### config.mk
export PLATFORM = sky130hd
export DESIGN_NAME = mii_tx_framer
export DESIGN_NICKNAME = d
export VERILOG_FILES = /design/src/rtl/mii_tx_framer_pkg.sv /design/src/rtl/crc32_d4.sv /design/src/rtl/mii_tx_framer.sv
export SDC_FILE = /design/constraint.sdc
export NUM_CORES = 1
export LEC_CHECK = 0
export BUFFER_PORTS_ARGS = -buffer_cell sky130_fd_sc_hd__buf_4
export CAP_MARGIN = 20
export CORE_MARGIN = 4
export CORE_UTILIZATION = 60
export DETAILED_ROUTE_END_ITERATION = 16
export HOLD_SLACK_MARGIN = 0.08
export PLACE_DENSITY = 0.89
export SLEW_MARGIN = 20
export SYNTH_ARGS = -nofsm -noshare
export SYNTH_HDL_FRONTEND = slang
export SYNTH_SLANG_ARGS = --single-unit
### constraint.sdc
create_clock -name clk -period 7.8 [get_ports clk]
set_clock_uncertainty 0.05 [all_clocks]
set_input_delay 1.56 -clock clk [delete_from_list [all_inputs] [get_ports clk]]
set_output_delay 1.56 -clock clk [all_outputs]
set_load 0.01 [all_outputs]
### src/rtl/mii_tx_framer_pkg.sv
// Shared Ethernet framing constants, FSM state encoding and the nibble-wide CRC32 step.
// Latency: n/a (package only).
// Backpressure: n/a (package only).
package mii_tx_framer_pkg;

    localparam logic [3:0]  PREAMBLE_NIB  = 4'h5;
    localparam logic [3:0]  SFD_NIB       = 4'hD;
    localparam logic [31:0] CRC32_POLY    = 32'hEDB88320;
    localparam logic [31:0] CRC32_INIT    = 32'hFFFFFFFF;
    localparam logic [31:0] CRC32_RESIDUE = 32'hDEBB20E3;
    localparam int          ETH_MIN_FRAME = 60;

    localparam logic [10:0] BYTE_CNT_MAX  = 11'd2047;

    typedef enum logic [2:0] {
        S_IDLE,
        S_PREAMBLE,
        S_DATA,
        S_PAD,
        S_FCS,
        S_DRAIN,
        S_IFG
    } state_t;

    // Reflected CRC32 advanced by one nibble; bit 0 of the nibble enters first.
    function automatic logic [31:0] crc32_nib_next(input logic [31:0] crc, input logic [3:0] nib);
        logic [31:0] c;
        c = crc ^ {28'h0, nib};
        for (int i = 0; i < 4; i++) begin
            c = c[0] ? ((c >> 1) ^ CRC32_POLY) : (c >> 1);
        end
        return c;
    endfunction

endpackage

### src/rtl/crc32_d4.sv
// Nibble-wide reflected CRC32 register (Ethernet polynomial) with synchronous init and enable.
// Latency: o_crc reflects a nibble one clk after it is presented with i_en=1.
// Backpressure: none; i_en simply holds the register.
//
// Ports: clk/rst_n clock and sync active-low reset; i_init loads CRC32_INIT (wins over i_en);
//        i_en advances the CRC by i_nib; o_crc is the running (non-inverted) register.
module crc32_d4
    import mii_tx_framer_pkg::*;
(
    input  logic        clk,
    input  logic        rst_n,
    input  logic        i_init,
    input  logic        i_en,
    input  logic [3:0]  i_nib,
    output logic [31:0] o_crc
);

    logic [31:0] r_crc;

    always_ff @(posedge clk) begin
        if (!rst_n || i_init) begin
            r_crc <= CRC32_INIT;
        end else if (i_en) begin
            r_crc <= crc32_nib_next(r_crc, i_nib);
        end
    end

    assign o_crc = r_crc;

endmodule

### src/rtl/mii_tx_framer.sv
// Egress framer: FWFT byte FIFO -> 100 Mb/s MII nibbles with preamble/SFD, zero padding, FCS and IFG.
// Latency: tx_en rises 1 clk after a non-empty FIFO is seen in IDLE; one nibble per clk thereafter.
// Backpressure: pops one byte per 2 clk; an empty FIFO mid-frame aborts the frame (tx_er, drain to del).
//
// Ports: clk/rst_n            25 MHz MII tx clock, synchronous active-low reset
//        i_fifo_dout/del/empty FIFO head byte, end-of-frame flag on that byte, FIFO empty
//        o_fifo_rden          single-cycle pop of the head byte
//        o_mii_txd/tx_en/tx_er MII transmit nibble, enable, error
//        o_busy               high whenever the FSM is not IDLE
//        o_frame_done         pulse on the last FCS nibble
//        o_underrun           pulse on the nibble where the FIFO ran dry mid-frame
module mii_tx_framer
    import mii_tx_framer_pkg::*;
#(
    parameter int PREAMBLE_BYTES  = 7,
    parameter int MIN_FRAME_BYTES = ETH_MIN_FRAME,
    parameter int IFG_NIBBLES     = 24
) (
    input  logic       clk,
    input  logic       rst_n,
    input  logic [7:0] i_fifo_dout,
    input  logic       i_fifo_del,
    input  logic       i_fifo_empty,
    output logic       o_fifo_rden,
    output logic [3:0] o_mii_txd,
    output logic       o_mii_tx_en,
    output logic       o_mii_tx_er,
    output logic       o_busy,
    output logic       o_frame_done,
    output logic       o_underrun
);

    // Number of 0x5 nibbles before the SFD nibble.
    localparam logic [7:0] PRE_NIBS = 8'(2 * PREAMBLE_BYTES + 1);
    localparam logic [7:0] IFG_END  = 8'(IFG_NIBBLES);

    state_t      r_state;
    logic [7:0]  r_cnt;
    logic        r_odd;
    logic [3:0]  r_hi_nib;
    logic        r_del;
    logic [10:0] r_byte_cnt;
    logic        r_del_seen;
    logic        r_rden;
    logic [3:0]  r_txd;
    logic        r_tx_en;
    logic        r_tx_er;
    logic        r_busy;
    logic        r_frame_done;
    logic        r_underrun;

    logic        w_crc_init;
    logic        w_crc_en;
    logic [3:0]  w_crc_nib;
    logic [31:0] w_crc;
    logic [31:0] w_fcs;

    // The CRC follows exactly the nibbles put on the wire in DATA and PAD.
    always_comb begin
        w_crc_en  = 1'b0;
        w_crc_nib = 4'h0;
        case (r_state)
            S_DATA: begin
                if (!r_odd) begin
                    w_crc_en  = !i_fifo_empty;
                    w_crc_nib = i_fifo_dout[3:0];
                end else begin
                    w_crc_en  = 1'b1;
                    w_crc_nib = r_hi_nib;
                end
            end
            S_PAD:   w_crc_en = 1'b1;
            default: ;
        endcase
    end

    // Held at init through the whole preamble so preamble/SFD never enter the CRC.
    assign w_crc_init = (r_state == S_PREAMBLE);
    assign w_fcs      = ~w_crc;

    crc32_d4 u_crc (
        .clk    (clk),
        .rst_n  (rst_n),
        .i_init (w_crc_init),
        .i_en   (w_crc_en),
        .i_nib  (w_crc_nib),
        .o_crc  (w_crc)
    );

    always_ff @(posedge clk) begin
        if (!rst_n) begin
            r_state      <= S_IDLE;
            r_cnt        <= '0;
            r_odd        <= 1'b0;
            r_hi_nib     <= '0;
            r_del        <= 1'b0;
            r_byte_cnt   <= '0;
            r_del_seen   <= 1'b0;
            r_rden       <= 1'b0;
            r_txd        <= '0;
            r_tx_en      <= 1'b0;
            r_tx_er      <= 1'b0;
            r_busy       <= 1'b0;
            r_frame_done <= 1'b0;
            r_underrun   <= 1'b0;
        end else begin
            r_rden       <= 1'b0;
            r_frame_done <= 1'b0;
            r_underrun   <= 1'b0;
            case (r_state)
                S_IDLE: begin
                    if (!i_fifo_empty) begin
                        r_state <= S_PREAMBLE;
                        r_cnt   <= 8'd1;
                        r_txd   <= PREAMBLE_NIB;
                        r_tx_en <= 1'b1;
                        r_tx_er <= 1'b0;
                        r_busy  <= 1'b1;
                    end
                end
                S_PREAMBLE: begin
                    r_cnt <= r_cnt + 8'd1;
                    if (r_cnt < PRE_NIBS) begin
                        r_txd <= PREAMBLE_NIB;
                    end else begin
                        r_txd      <= SFD_NIB;
                        r_state    <= S_DATA;
                        r_odd      <= 1'b0;
                        r_byte_cnt <= '0;
                    end
                end
                S_DATA: begin
                    if (!r_odd) begin
                        if (i_fifo_empty) begin
                            r_state    <= S_DRAIN;
                            r_txd      <= 4'h0;
                            r_tx_er    <= 1'b1;
                            r_underrun <= 1'b1;
                            r_del_seen <= 1'b0;
                        end else begin
                            r_rden   <= 1'b1;
                            r_hi_nib <= i_fifo_dout[7:4];
                            r_del    <= i_fifo_del;
                            r_txd    <= i_fifo_dout[3:0];
                            r_odd    <= 1'b1;
                            if (r_byte_cnt != BYTE_CNT_MAX) begin
                                r_byte_cnt <= r_byte_cnt + 11'd1;
                            end
                        end
                    end else begin
                        r_txd <= r_hi_nib;
                        r_odd <= 1'b0;
                        if (r_del) begin
                            r_cnt   <= '0;
                            r_state <= (int'(r_byte_cnt) < MIN_FRAME_BYTES) ? S_PAD : S_FCS;
                        end
                    end
                end
                S_PAD: begin
                    r_txd <= 4'h0;
                    r_odd <= ~r_odd;
                    if (!r_odd) begin
                        r_byte_cnt <= r_byte_cnt + 11'd1;
                    end else if (int'(r_byte_cnt) >= MIN_FRAME_BYTES) begin
                        r_state <= S_FCS;
                        r_cnt   <= '0;
                    end
                end
                S_FCS: begin
                    r_txd <= w_fcs[{r_cnt[2:0], 2'b00} +: 4];
                    r_cnt <= r_cnt + 8'd1;
                    if (r_cnt == 8'd7) begin
                        // IFG counting starts on the next edge, so tx_en stays up for this nibble.
                        r_frame_done <= 1'b1;
                        r_state      <= S_IFG;
                        r_cnt        <= '0;
                    end
                end
                S_DRAIN: begin
                    // r_rden high means a pop is still in flight; the head byte is stale until it lands.
                    if (r_del_seen && !r_rden) begin
                        r_state <= S_IFG;
                        r_txd   <= 4'h0;
                        r_tx_en <= 1'b0;
                        r_tx_er <= 1'b0;
                        r_cnt   <= 8'd1;
                    end else if (!r_del_seen && !r_rden && !i_fifo_empty) begin
                        r_rden     <= 1'b1;
                        r_del_seen <= i_fifo_del;
                    end
                end
                S_IFG: begin
                    r_txd   <= 4'h0;
                    r_tx_en <= 1'b0;
                    r_tx_er <= 1'b0;
                    if (r_cnt == IFG_END) begin
                        if (!i_fifo_empty) begin
                            r_state <= S_PREAMBLE;
                            r_cnt   <= 8'd1;
                            r_txd   <= PREAMBLE_NIB;
                            r_tx_en <= 1'b1;
                        end else begin
                            r_state <= S_IDLE;
                            r_busy  <= 1'b0;
                        end
                    end else begin
                        r_cnt <= r_cnt + 8'd1;
                    end
                end
                default: begin
                    r_state <= S_IDLE;
                    r_busy  <= 1'b0;
                    r_tx_en <= 1'b0;
                    r_tx_er <= 1'b0;
                end
            endcase
        end
    end

    assign o_fifo_rden  = r_rden;
    assign o_mii_txd    = r_txd;
    assign o_mii_tx_en  = r_tx_en;
    assign o_mii_tx_er  = r_tx_er;
    assign o_busy       = r_busy;
    assign o_frame_done = r_frame_done;
    assign o_underrun   = r_underrun;

endmodule

==> flow_summary.yaml, run 1 <==
setup_path:
  crit_arrival_ns: 3.27
  cp_max_fo: 7
  timing.rr.start: "r_state[1]"
  critPathRequiredTime_ns: 7.96
  r2r_slack_ns: 4.72
  cp-end-kind: "flop"
  timing_worst_setup_path_type: "input port to flop"
  ff2ff_path_depth: 6
  worstReg2RegEnd: "u_crc.o_crc[7]"
  startpoint_type: "input port"
yosys:
  synth_seq_cells: 71
  yosysWarnings: 0
  synth_edf_count: 0
  synth_seq_area_share_pct: 35.2
  synthArstFlopShare_pct: 0
  synth_fp_nets: 484
  syn_inst: 468
  syn-mean-instance-area_um2: 8.62
  synthTopCellsByArea: "dfxtp_1, a21oi_1, xor2_1"
  synth_cell_types: 64
  synth_ff_type: "dfxtp_1"
  synth_area_leader_cell: "dfxtp_1"
  syn-cell-area_mm2: 0.00404
  synth_most_common_cell: "dfxtp_1"
  synth_common_cells: "dfxtp_1, nand2_1, a21oi_1"
  synth_top_area_share_pct: 35.2
timing:
  finalSetupTns_ns: 0
  tightest_slew_ns: 0.875
  finalMaxSlewViolations: 0
  layout_min_cycle_time_ns: 3.11
  finalHoldViolCount: 0
  setup_violations: 0
  rsz0062_at_grt: "false"
  relSlewSlack_pct: 41.6
  finalCritPeriodShare_pct: 39.8
  max_clock_freq_mhz: 322
min_path:
  hold_start: "r_hi_nib[1]"
  holdCritPathClass: "flop to flop"
  whs_endpoint: "r_hi_nib[1]"
  hold_depth: 2
route:
  wl_um: 9600
  drc_errors: 0
  final_antenna_net_count: 0
  drt-pass1-iter-count: 5
  drt_iter0_drc: 250
  routedWlPerCell_um: 17.2
  vias: 3575
  via_per_inst: 6.41
final_layout:
  area_growth_pct: 10.6
  post-route-util_pct: 69.5
  nNetsFinal: 492
  n_antenna_cell: 0
  drive_gt1_share_pct: 13.9
cts:
  cts_buffers: 9
  cts_buffer_depth: 2
  cts_hold_buf: 0
  cts_resized: 0
  path_clk_slew_ns: 0.08
  cts.sinks: 71
  root_buffer: "clkbuf_8"
  tritoncts: "done"
  h-tree-depth: 3
  worstSkewPairLatency_ns: 0.35
  postCtsSetupBuffers: 0
power:
  p_per_area_mw_per_mm2: 316
  ir_drop_mv: 0.160
  leakage_nw: 1.65
grt:
  grt_pass1_wl_um: 16200
  grt_max_degree: 57
  antenna_found_initial: 0
  grt_pass1_vias: 3343
  grtUsageTotal_pct: 24.3
  grt_overflow: 0
floorplanning:
  die_x_um: 90.0
  die_y_um: 90.0
  initial_core_util_pct: 62.8
  die-area_mm2: 0.00810
  boundaryPins: 22
  rows: 29
  core_mm2: 0.00642
run:
  drv_cap: 0
place:
  port_buffers: 21
  dpl.hpwl_um: 6500
  place_congestion: 0.884
status:
  status: "finished, final reports clean"
==> per-layer routing <==
metal / routed length, µm / track usage, % / part of all wire [%] / vias to the layer above
li1: - / - / - / 1717
met1: 3970 / 30.2 / 41 / 1680
met2: 4710 / 40.7 / 49 / 148
met3: 679 / 6.34 / 7.1 / 30
met4: 243 / 8.80 / 2.5 / 0
met5: 0 / 0 / 0 / -
==> critical path, cell delays in order <==
cell and delay [ns]:
buf_4 0.11, mux2i_1 0.35, nor2_8 0.06, xnor2_4 0.38, xnor3_2 0.55, xnor2_1 0.17
o21ai_1 0.08
==> worst max path at each step <==
stage / from / endpoint / slack [ns] / cells past startpoint
floorplan: i_fifo_dout[2] / u_crc.o_crc[23] / 4.62 / 6
global placement: i_fifo_dout[2] / u_crc.o_crc[20] / 4.37 / 7
detailed placement: i_fifo_dout[2] / u_crc.o_crc[23] / 4.28 / 7
CTS: i_fifo_dout[2] / u_crc.o_crc[23] / 4.65 / 7
global route: r_state[1] / u_crc.o_crc[7] / 4.56 / 6
finish: i_fifo_dout[2] / u_crc.o_crc[23] / 4.69 / 7
==> power by group <==
| part | switching, W | total (W) | leakage, nW | internal (W) |
|---|---|---|---|---|
| sequential | 0.0000851 | 0.000497 | 0.576 | 0.000412 |
| combinational | 0.000310 | 0.000563 | 0.957 | 0.000253 |
| clock | 0.000143 | 0.000350 | 0.119 | 0.000207 |
==> flip-flops by register name (all words and copies together), names as in the netlist, 3 cells and up <==
name	cells
r_state	3
o_mii_txd	4
u_crc.o_crc	32
r_byte_cnt	11
r_cnt	8
r_hi_nib	4
==> stage by stage <==
step                cell area [µm²]  cells  total power, W  setup slack [ns]  hold WS (ns)
floorplan                      4040    468        0.000931              4.62         0.387
global placement               4190    541         0.00103              4.37         0.394
detailed placement             4190    541         0.00105              4.28         0.408
CTS                            4430    557         0.00140              4.65         0.421
global route                   4460    558         0.00150              4.56         0.453
finish                         4460    558         0.00141              4.69         0.422
==> placed cells by master, fill, tap and decap left out, types with 5 or more instances in the layout <==
cell type   n
dfxtp_1    71
mux2i_1     7
nand3_1    26
mux4_2      8
and3_1      5
o21ai_0    27
clkbuf_8   12
o211ai_1   12
xor2_1     24
buf_4      22
nand2_1    53
nor3_1      8
nand2b_1    6
or4_1       5
a21oi_1    48
o21ai_1     9
inv_1       9
xnor2_1    10
nor2_1     35
a31oi_1     7
==> cells by family after synthesis <==
kind of cell	after synthesis	share of synthesized area [%]
adders and majority gates	4	1.24
and+or+nand+nor	160	19.5
buffers and inverters	37	3.88
muxes	15	6.20
AOI/OAI and AO/OA	137	21.0
DFF	71	35.2
xor gates and xnor gates	44	12.9
==> layout make-up <==
class,count,area [µm²]
inverter,11,41.3
clock buffer,12,165
tap,77,96.3
fill,507,1960
clock inverter,4,76.3
multi-input combinational,360,2470
sequential,71,1420
timing repair buffer,23,193
No activity file was read; power rests on OpenSTA's default activity.
==> run 2, diff against run 1 <==
==> constraint.sdc (replaced) <==
create_clock -name clk -period 3 [get_ports clk]
set_clock_uncertainty 0.05 [all_clocks]
set_input_delay 0.6 -clock clk [delete_from_list [all_inputs] [get_ports clk]]
set_output_delay 0.6 -clock clk [all_outputs]
set_load 0.01 [all_outputs]
==> flow_summary.yaml, run 2 (synthesized netlist as in run 1, its figures left out) <==
grt:
  grtUsageTotal_pct: 25.0
  antenna_found_initial: 0
  grt_max_degree: 57
  grt_overflow: 0
  grt_pass1_wl_um: 16700
  grt_pass1_vias: 3386
floorplanning:
  core_mm2: 0.00642
  die-area_mm2: 0.00810
  boundaryPins: 22
  initial_core_util_pct: 62.8
  die_y_um: 90.0
  rows: 29
  die_x_um: 90.0
final_layout:
  drive_gt1_share_pct: 15.7
  stdcell_count: 568
  n_antenna_cell: 0
  nNetsFinal: 502
  post-route-util_pct: 69.8
  final_cell_mix: "dfxtp_1, nand2_1, a21oi_1"
  final_common_cell: "dfxtp_1"
  area_growth_pct: 11.0
  largest_reg_flops: 32
cts:
  cts_hold_buf: 0
  cts_buffers: 9
  root_buffer: "clkbuf_8"
  cts.sinks: 71
  tritoncts: "done"
  path_clk_slew_ns: 0.08
  cts_buffer_depth: 2
  postCtsSetupBuffers: 0
  worstSkewPairLatency_ns: 0.35
  h-tree-depth: 3
  cts_resized: 0
timing:
  layout_min_cycle_time_ns: 2.52
  setup_violations: 0
  finalHoldViolCount: 0
  max_clock_freq_mhz: 397
  rsz0062_at_grt: "false"
  tightest_slew_ns: 0.683
  finalSetupTns_ns: 0
  relSlewSlack_pct: 54.3
  finalCritPeriodShare_pct: 83.9
  whs_ns: 0.416
  setup_ws_ns: 0.483
  finalMaxSlewViolations: 0
power:
  p_per_area_mw_per_mm2: 799
  ir_drop_mv: 0.622
  leakage_nw: 1.68
min_path:
  hold_depth: 2
  hold_start: "r_hi_nib[1]"
  whs_endpoint: "r_hi_nib[1]"
  holdCritPathClass: "flop to flop"
setup_path:
  crit_start: "r_odd"
  r2r_slack_ns: 0.48
  ff2ff_path_depth: 6
  crit_arrival_ns: 2.68
  worstReg2RegEnd: "u_crc.o_crc[23]"
  startpoint_type: "flop"
  timing_worst_setup_path_type: "flop to flop"
  critPathRequiredTime_ns: 3.16
  cp-end-kind: "flop"
  timing.rr.start: "r_odd"
  cp_max_fo: 14
route:
  routedWlPerCell_um: 17.0
  wl_um: 9660
  via_per_inst: 6.24
  drt-pass1-iter-count: 5
  final_antenna_net_count: 0
  vias: 3547
  drt_iter0_drc: 242
  drc_errors: 0
place:
  dp_cells: 552
  dpl.hpwl_um: 6900
  port_buffers: 21
  place_congestion: 0.920
  post-place-ws_ns: 0.497
run:
  drv_cap: 0
status:
  status: "finished, final reports clean"
==> run 2: cell types whose count changed in the layout (fill, tap and decap cells not counted), sizes merged <==
cell,change
bufinv,-1
inv,+2
buf,+10
clkbuf,-2
clkinvlp,+1
==> run 2: cell type report <==
type / instances / area [µm²]
tap: 77 / 96.3
inverter: 11 / 41.3
clock buffer: 10 / 138
multi-input combinational: 360 / 2470
fill: 505 / 1940
sequential: 71 / 1420
clock inverter: 6 / 67.6
timing repair buffer: 33 / 248
==> run 2: metal layers <==
layer | vias up | wire (µm) | track usage (%)
met5 | - | 0 | 0
met4 | 0 | 109 | 8.04
met3 | 11 | 528 | 5.59
met2 | 120 | 4910 | 41.8
met1 | 1689 | 4120 | 32.2
li1 | 1727 | - | -
==> run 2: worst max-delay path by stage <==
| stage | slack [ns] | depth (start not counted) | end |
|---|---|---|---|
| 6_report | 0.48 | 6 | u_crc.o_crc[23] |
| 4_1_cts | 0.49 | 6 | u_crc.o_crc[23] |
| 5_1_grt | 0.30 | 6 | u_crc.o_crc[23] |
| 2_1_floorplan | 0.41 | 9 | r_cnt[5] |
| 3_5_place_dp | 0.50 | 7 | u_crc.o_crc[23] |
| 3_3_place_gp | 0.56 | 7 | u_crc.o_crc[26] |
==> run 2: power breakdown <==
part,total [W],internal (W),switching (W)
Combinational,0.00161,0.000684,0.000927
Sequential,0.00118,0.00107,0.000110
Clock,0.000788,0.000411,0.000377
==> run 2: through the flow <==
stage          power, W  cell area [µm²]
2_1_floorplan   0.00242             4040
3_3_place_gp    0.00273             4280
3_5_place_dp    0.00279             4280
4_1_cts         0.00358             4480
5_1_grt         0.00383             4480
6_report        0.00358             4480
==> run 2: critical path: stages, from the launching register on <==
cell and delay (ns):
dfxtp_1 0.62, mux2i_1 0.47, nor2_8 0.06, xnor2_4 0.38
xnor3_2 0.56, xnor2_1 0.16, o21ai_1 0.08
==> run 3, diff against run 2 <==
==> constraint.sdc (replaced) <==
create_clock -name clk -period 2.6 [get_ports clk]
set_clock_uncertainty 0.05 [all_clocks]
set_input_delay 0.52 -clock clk [delete_from_list [all_inputs] [get_ports clk]]
set_output_delay 0.52 -clock clk [all_outputs]
set_load 0.01 [all_outputs]
==> flow_summary.yaml, run 3 (synthesized netlist as in run 1, its figures left out) <==
timing:
  setup_ws_ns: 0.256
  max_clock_freq_mhz: 427
  setup_violations: 0
  rsz0062_at_grt: "false"
  finalHoldViolCount: 0
  finalCritPeriodShare_pct: 90.1
  finalSetupTns_ns: 0
  relSlewSlack_pct: 54.5
  tightest_slew_ns: 0.677
  layout_min_cycle_time_ns: 2.34
  finalMaxSlewViolations: 0
cts:
  worstSkewPairLatency_ns: 0.36
  tritoncts: "done"
  cts_resized: 0
  h-tree-depth: 3
  cts_hold_buf: 0
  path_clk_slew_ns: 0.08
  postCtsSetupBuffers: 0
  cts_buffer_depth: 2
  cts.sinks: 71
  root_buffer: "clkbuf_8"
  cts_buffers: 9
setup_path:
  crit_slowest_cell: "or4_4"
  critPathRequiredTime_ns: 2.82
  worstReg2RegEnd: "r_state[0]"
  cp_common_cell: "a21oi_1"
  r2r_slack_ns: 0.26
  timing.rr.start: "r_cnt[4]"
  cp-end-kind: "flop"
  ff2ff_path_depth: 6
  crit_start: "r_cnt[4]"
  startpoint_type: "flop"
  crit_chain: "or4_4 -> or3_4 -> nand3_2 -> a21oi_1 -> or4_1 -> a21oi_1"
  cp_max_fo: 6
  crit_arrival_ns: 2.56
  cp_num_buf_inv: 0
  slowest_delay_ns: 0.57
  timing_worst_setup_path_type: "flop to flop"
  timing.critical_path.max_delay_family: "simple AND/OR/NAND/NOR gates"
min_path:
  hold_start: "i_fifo_dout[7]"
  whs_endpoint: "r_hi_nib[3]"
  holdCritPathClass: "input port to flop"
  hold_depth: 3
status:
  status: "finished, final reports clean"
final_layout:
  area_growth_pct: 12.8
  largest_reg_flops: 32
  drive_gt1_share_pct: 16.7
  stdcell_count: 575
  final_cell_mix: "dfxtp_1, nand2_1, a21oi_1"
  final_common_cell: "dfxtp_1"
  n_antenna_cell: 0
  nNetsFinal: 509
  nFillCells: 509
run:
  drv_cap: 0
grt:
  grtUsageTotal_pct: 25.3
  grt_overflow: 0
  grt_max_degree: 57
  grt_pass1_wl_um: 16800
  grt_pass1_vias: 3506
  antenna_found_initial: 0
power:
  p_per_area_mw_per_mm2: 941
  total_power_w: 0.00428
  ir_drop_mv: 0.561
  leakage_nw: 1.72
floorplanning:
  core_mm2: 0.00642
  die-area_mm2: 0.00810
  boundaryPins: 22
  die_y_um: 90.0
  rows: 29
  initial_core_util_pct: 62.8
  die_x_um: 90.0
route:
  drt_iter0_drc: 294
  drc_errors: 0
  via_per_inst: 6.32
  final_antenna_net_count: 0
  drt-pass1-iter-count: 5
  routedWlPerCell_um: 17.2
  wl_um: 9870
  vias: 3635
place:
  dpl.hpwl_um: 6940
  post-place-ws_ns: 0.299
  dp_cells: 559
  port_buffers: 21
  place_congestion: 0.943
run 3: cell types whose count changed in the layout (fill, tap and decap cells not counted):
cell,before,now
buf_4,33,40
bufinv_16,1,2
clkinvlp_4,2,1
clkbuf_1,0,1
inv_6,2,0
clkinv_4,0,1
run 3: final cells by class:
cell class / count / area [µm²] / share of cell area, %
inverter: 11 / 41.3 / 0.907
clock buffer: 11 / 141 / 3.11
multi-input combinational: 360 / 2470 / 54.2
clock inverter: 5 / 81.3 / 1.79
tap: 77 / 96.3 / 2.12
timing repair buffer: 40 / 300 / 6.60
sequential: 71 / 1420 / 31.2
run 3: stage by stage:
step           hold slack [ns]  cell area, µm²  util, %
2_1_floorplan            0.387            4040        -
3_3_place_gp             0.394            4330     67.4
3_5_place_dp             0.400            4330     67.4
4_1_cts                  0.360            4550     70.9
5_1_grt                  0.376            4550     70.9
6_report                 0.364            4550     70.9
run 3: worst max-delay path by stage:
| stage | to | slack [ns] | depth (start not counted) |
|---|---|---|---|
| finish | r_state[0] | 0.26 | 6 |
| global route | r_cnt[4] | 0.10 | 6 |
| CTS | u_crc.o_crc[24] | 0.27 | 6 |
| detailed placement | u_crc.o_crc[24] | 0.30 | 6 |
| global placement | u_crc.o_crc[24] | 0.35 | 6 |
| floorplan | r_cnt[5] | 0.01 | 9 |
run 3: tightest hold or removal path: cells and delay by family:
kind	cells	cell delay, ns
buf+inv	1	0.11
simple gates	1	0.05
compound gates	1	0.05
run 3: routing by layer:
metal	vias up	part of all wire, %	global-route usage (%)
met1	1708	42	31.3
met4	0	3.3	13.1
li1	1743	-	-
met2	153	49	42.1
met5	-	0	0
met3	31	6.1	4.42
run 3: where the power goes:
group | total, W | internal, W | switching, W
sequential | 0.00136 | 0.00124 | 0.000127
clock | 0.000997 | 0.000567 | 0.000430
combinational | 0.00192 | 0.000824 | 0.00110
